**src/rtl/controle_contagem.sv**
```systemverilog
// Control FSM for the counter/comparator experiment: clears the counter, steps it at a
// DIVISOR-cycle rate and stops on a match or a wrap. Macro CONTROLE_REPETE_EN: restart on wrap.
module controle_contagem #(
    parameter int DIVISOR = 4
) (
    input  logic       clock,
    input  logic       clr,
    input  logic       iniciar,
    input  logic       igual,
    input  logic       fim,
    output logic       zera,
    output logic       conta,
    output logic       pronto,
    output logic       acertou,
    output logic       errou,
    output logic [3:0] db_estado
);

    localparam int DW = (DIVISOR > 1) ? $clog2(DIVISOR) : 1;
    localparam logic [DW-1:0] DIV_FIM = DW'(DIVISOR - 1);

    typedef enum logic [3:0] {
        INICIAL = 4'b0000,
        PREPARA = 4'b0001,
        ESPERA  = 4'b0010,
        CONTA   = 4'b0011,
        COMPARA = 4'b0100,
        ACERTO  = 4'b1010,
        ERRO    = 4'b1110
    } estado_t;

    estado_t       estado;
    estado_t       estado_prox;
    logic [DW-1:0] divisor;

    // NOTE: default assignment first so every path assigns estado_prox and no latch is inferred.
    always_comb begin
        estado_prox = estado;
        case (estado)
            INICIAL: if (iniciar) estado_prox = PREPARA;
            PREPARA: estado_prox = COMPARA;
            COMPARA: begin
                if (igual) begin
                    estado_prox = ACERTO;
                end else if (fim) begin
`ifdef CONTROLE_REPETE_EN
                    estado_prox = PREPARA;
`else
                    estado_prox = ERRO;
`endif
                end else begin
                    estado_prox = ESPERA;
                end
            end
            ESPERA:  if (divisor == DIV_FIM) estado_prox = CONTA;
            CONTA:   estado_prox = COMPARA;
            ACERTO,
            ERRO:    if (iniciar) estado_prox = PREPARA;
            default: estado_prox = INICIAL;
        endcase
    end

    // Outputs are registered from the next state, so each one is a pure function of the
    // state register and changes on the same edge as the state itself.
    // NOTE: non-blocking assignments for all registers so every flop samples pre-edge values.
    always_ff @(posedge clock or negedge clr) begin
        if (!clr) begin
            estado  <= INICIAL;
            divisor <= '0;
            zera    <= 1'b0;
            conta   <= 1'b0;
            pronto  <= 1'b0;
            acertou <= 1'b0;
            errou   <= 1'b0;
        end else begin
            estado  <= estado_prox;
            divisor <= (estado == ESPERA && estado_prox == ESPERA) ? divisor + 1'b1 : '0;
            zera    <= (estado_prox == PREPARA);
            conta   <= (estado_prox == CONTA);
            pronto  <= (estado_prox == ACERTO) || (estado_prox == ERRO);
            acertou <= (estado_prox == ACERTO);
`ifdef CONTROLE_REPETE_EN
            errou   <= 1'b0;
`else
            errou   <= (estado_prox == ERRO);
`endif
        end
    end

    assign db_estado = estado;

endmodule

```
**config.mk**
```make
export PLATFORM = sky130hd
export DESIGN_NAME = controle_contagem
export DESIGN_NICKNAME = d
export VERILOG_FILES = /design/src/rtl/controle_contagem.sv
export SDC_FILE = /design/constraint.sdc
export NUM_CORES = 1
export LEC_CHECK = 0
export ABC_AREA = 1
export CAP_MARGIN = 10
export CORE_UTILIZATION = 30
export DETAILED_ROUTE_END_ITERATION = 12
export PLACE_DENSITY_LB_ADDON = 0.2
export SKIP_LAST_GASP = 1
export SLEW_MARGIN = 0
export SYNTH_ARGS = -nofsm -noshare
export SYNTH_HDL_FRONTEND = slang
export SYNTH_SLANG_ARGS = --single-unit
export TNS_END_PERCENT = 50
```
**constraint.sdc**
```tcl
create_clock -name clock -period 2.05 [get_ports clock]
set_input_delay 0.205 -clock clock [delete_from_list [all_inputs] [get_ports clock]]
set_output_delay 0.205 -clock clock [all_outputs]
set_load 0.01 [all_outputs]
```
# After elaboration in Yosys (flattened, before gate mapping)
# Cells that the tools add are included.
word_totals:
  romBits: 0
  elab_cells: 31
  reg_bits: 11
  memories: 0
  out_inout_bits: 9
  inputBits: 5
  ram_bits: 0
  latchBits: 0
op_classes:
  shifts: 0
  n_div: 0
  eq_ne: 12
  magnitude_cmp: 0
  n_bitwise: 0
  add_sub_neg: 1
  n_reduce_logical: 5
  muxes: 6
  mul: 0
ops:
  columns: ["cell", "count"]
  rows:
  - ["== test 4 x 2 -> 1 bit, second input constant", 4]
  - ["== test 4 bit, second input constant", 4]
  - ["2-to-1 mux 4 bit", 4]
  - ["case mux 4 bit (4 select lines)", 1]
  - ["== test 4 x 1 -> 1 bit, second input constant", 2]
  - ["== test 4 x 3 -> 1 bit, second input constant", 1]
  - ["zero test 4 bit", 1]
  - ["OR reduction 3 bit", 1]
  - ["adder 2 x 1 -> 2 bit, second input constant", 1]
  - ["== test 2 bit, second input constant", 1]
  - ["2-to-1 mux 2 bit", 1]
  - ["OR reduction 2 bit", 1]
  - ["logical AND 1 bit", 1]
  - ["logical OR 1 bit", 1]

# Logic depth before layout (Yosys ltp)
logic_depth:
  ltp_word: 6
  mapped_depth: 7
  ltp_nobuf: 7

# Least setup slack after synthesis
# OpenSTA, ideal clock, no wires.
synth_path:
  kind: "reg-to-reg"
  startpoint: "reg estado[1] (netlist: db_estado[1])"
  endpoint: "reg divisor[0]"
  period_less_slack_ns: 1.043
  stages_incl_launch_ff: 7
  setup_ns: 0.116
  path_buffers: 0
  arrival_time_ns: 0.927
  setup_slack_ns: 1.007
  t_required_ns: 1.934
  cell_sequence: "dfrtp_1 -> nor2_2 -> nand2_1 -> nand2_2 -> nand2_2 -> nand3_2 -> nor2_1"
synth_via:
  elab_chain_len: 6
  elab_cells_between_ends: 15
  classes_between: "7 x eq/ne; 4 x mux; 4 x reduce/logical"
synth_lines:
  columns: ["element", "line_no", "source"]
  rows:
  - ["start, declared", "32", "estado_t estado;"]
  - ["start signal, assigned", "76", "estado <= estado_prox;"]
  - ["== test 4 bit (tied with other cells)", "39", "case (estado)"]
  - ["OR reduction 3 bit (no source line) or OR reduction 2 bit (tied branches)", null, null]
  - ["case mux 4 bit (4 select lines)", "39", null]
  - ["== test 4 x 2 -> 1 bit", "77", "divisor <= (estado == ESPERA && estado_prox == ESPERA) ? divisor + 1'b1 : '0;"]
  - ["logical AND 1 bit (*)", "77", null]
  - ["2-to-1 mux 2 bit (*)", "77", null]
  - ["end signal, assigned", "77", null]
  - ["end, declared", "34", "logic [DW-1:0] divisor;"]
# Mark *: on every way between the ends. The rest lies on a longest branch, timed or not.

# Worst setup path in the final report
layout_path:
  startpoint: "reg estado[3] (netlist: db_estado[3])"
  endpoint: "out db_estado[3]"
layout_rtl:
  columns: ["element", "line_no", "source"]
  rows:
  - ["end, declared", "16", "output logic [3:0] db_estado"]
# No word-level cell between the ends.

==> impl_results.md <==
* CP Data Arrival Time at between 1 and 1.5 ns
* Status: finished, final reports clean
* Top-count cell post-synth: dfrtp_1
* Fraction of layout cells with a size suffix above 1 at 0.208
* Vias in the first global route at around 350
* Element type at the critical path end: primary output
* Count of buffer and inverter cells on the critical path at 1
* Worst EP required at around 1.9 ns
* Share of the synthesized area in the top cell type at 0.556
* Synth Area in XOR/XNOR at 0
* Yosys warns at 0
* Setup Skew at between 0.006 and 0.007 ns
* Max H-tree Level at 1
* Port Buf Inserts at 13
* Initial DRC count at 10
* Number of max-cap violations at 0
* Area grow syn2layout at 35.6%
* Average size of a mapped cell at 9.01 um^2
* Mapped cell area at about 500 um^2
* Largest net degree at the start of global routing at 12
* #FFs+latches synth at 11
* CTS tree: done
* Final setup violation count at 0
* Placed cell area at 646 um^2
* Prevailing post-synth register cell: dfrtp_1
* FFs w/ async S/R, synth at 1.00
* RSZ-0062 raised after global routing: no
* DPL Wire Length at 658 um
* Final slew viol count at 0
* # Post-CTS Setup Buffers at 0
* DR WL/cell at 9.50 um
* Top cells by area, synth: dfrtp_1 56%, inv_1 6.8%, nand2_1 6.1%, nor2_1 6.1%, nand2_2 5.1%
* Yosys cell types at 13
* Clock Sinks at 11
* Final worst path period share at 0.717
* Post_cts resized at 0
* Die height at between 40 and 50 um
* Crit-path slowest cell: clkdlybuf4s50_1
* Setup TNS at 0 ns
* Detailed-route DRC error count at 0
* GRT Total Usage at 0.106
* Post-synthesis mux area share at 0
* GP Congestion at roughly 0.86
* Vias per inst at ~4.4
* DR vias at 387
* TritonCTS buffer count at 3
* Root buf cell: clkbuf_4
* Rows at 14
* Crit start category: register
* N_diodes at 0
* Die area at 0.00182 mm^2
* Most frequent cells after synthesis: 11 x dfrtp_1, 9 x inv_1, 8 x nand2_1, 8 x nor2_1
* Hold_buf cts at 0
* Worst-margin pin slew at between 0.4 and 0.5 ns
* First-pass GRT wire length at between 1000 and 1500 um
* Adder-cell share of the synthesized area at 0.0253
* Post-synth EDFFs at 0
* Post-Synthesis Cells at 55
* F_max at a little under 0.7 GHz
* Insertion delay of the later-clocked pin in the worst-skew pair at approximately 0.26 ns
* CP max FO at 5
* Power Dens Cells at 1240 mW/mm^2
* CP max stage delay at roughly 0.57 ns
* GRT Residual Overflow at 0
* Worst Path Class, Setup: reg2out
* IO Pins at 14
* Seq/Total Area, Yosys at 0.556
* Syn Nets at 61
* Fin area at 672 um^2
* Main combinational cell family by area after synthesis: simple AND/OR/NAND/NOR gates
* Largest area contributor in the netlist: dfrtp_1
* Die width at about 43 um
* Worst hold margin at between 0.2 and 0.3 ns
* LEAKAGE at around 0.35 nW
* Final ANT Viol Nets at 0
* Inst Count DP at 84
* Compound-cell area share of the yosys netlist at 0.0455
* Post-Synth Simple-Gate Area at 0.290
* Hold Crit Class: in2async
* Slew Limit Headroom at 0.686
* Worst-path clk slew at ~0.070 ns
* Initial Util at 0.325
* Delay-heaviest family, CP: buffers and inverters
* Hold Violations, Final at 0
* DR pass1 iterations at 2
* Cell Chain, Critical Path: clkdlybuf4s50_1
* Initial antenna violation count at 0
* Maximum VDD drop at a little over 0.7 mV
* Nets at between 70 and 80
* Post-Layout Cell Count at 88
* Core area at ~0.0015 mm^2
* Clock Path Buffers at 2
* Routed WL at around 840 um
* Min Tclk post-route at ~1.5 ns
## registers in the layout (all words and copies together), names as in the netlist
name / cells
acertou: 1
errou: 1
conta: 1
db_estado: 4
pronto: 1
divisor: 2
zera: 1
## worst paths after layout
check / to / from / slack [ns] / cells after the start
worst max register to register: divisor[0] / db_estado[1] / 0.91 / 6
max in group asynchronous: divisor[0] / clr / 1.47 / 1
worst min-delay path: db_estado[2] / clr / 0.26 / 1
min in group clock: divisor[0] / divisor[0] / 0.43 / 1
worst min register to register: divisor[0] / divisor[0] / 0.43 / 1
worst max-delay path: db_estado[3] / db_estado[3] / 0.58 / 1
## per-stage QoR
stage	power, mW	setup slack, ns	util
2_1_floorplan	0.541	1.01	-
3_3_place_gp	0.693	0.837	0.424
3_5_place_dp	0.691	0.800	0.424
4_1_cts	0.843	0.569	0.441
5_1_grt	0.901	0.516	0.441
6_report	0.831	0.580	0.441
## power by group
group          internal, mW  leakage, nW  switching, mW
Clock                0.0752       0.0150         0.0709
Combinational         0.168        0.190          0.196
Sequential            0.277        0.148         0.0443
## placed cells by master (no fill, tap or decap), drive strengths merged
cell type      count
a21oi              1
clkbuf             4
clkdlybuf4s50     13
dfrtp             11
ha                 1
inv               11
nand2             12
nand3              6
nor2              11
o211ai             1
o21ai              1
## cell families after synthesis
logic type / Yosys count
and+or+nand+nor: 29
buffers and inverters: 11
DFF: 11
AOI/OAI and AO/OA: 3
adders and majority gates: 1
## layout make-up
| class | count | area (um^2) |
|---|---|---|
| fillers | 151 | 852 |
| flip-flops and latches | 11 | 275 |
| well taps | 16 | 20.0 |
| inverters | 11 | 41.3 |
| multi-input cells | 33 | 179 |
| repair buffers | 13 | 130 |
| clock buffers | 4 | 26.3 |
## routing by layer
layer,wire (um),GRT usage,part of all wire,vias to the layer above
met5,0,0,0,-
met1,435,0.148,0.52,174
met4,5,0.0750,0.0060,0
li1,-,-,-,203
met3,25,0.0259,0.030,2
met2,370,0.142,0.44,8
No activity file was read; power rests on OpenSTA's default activity.
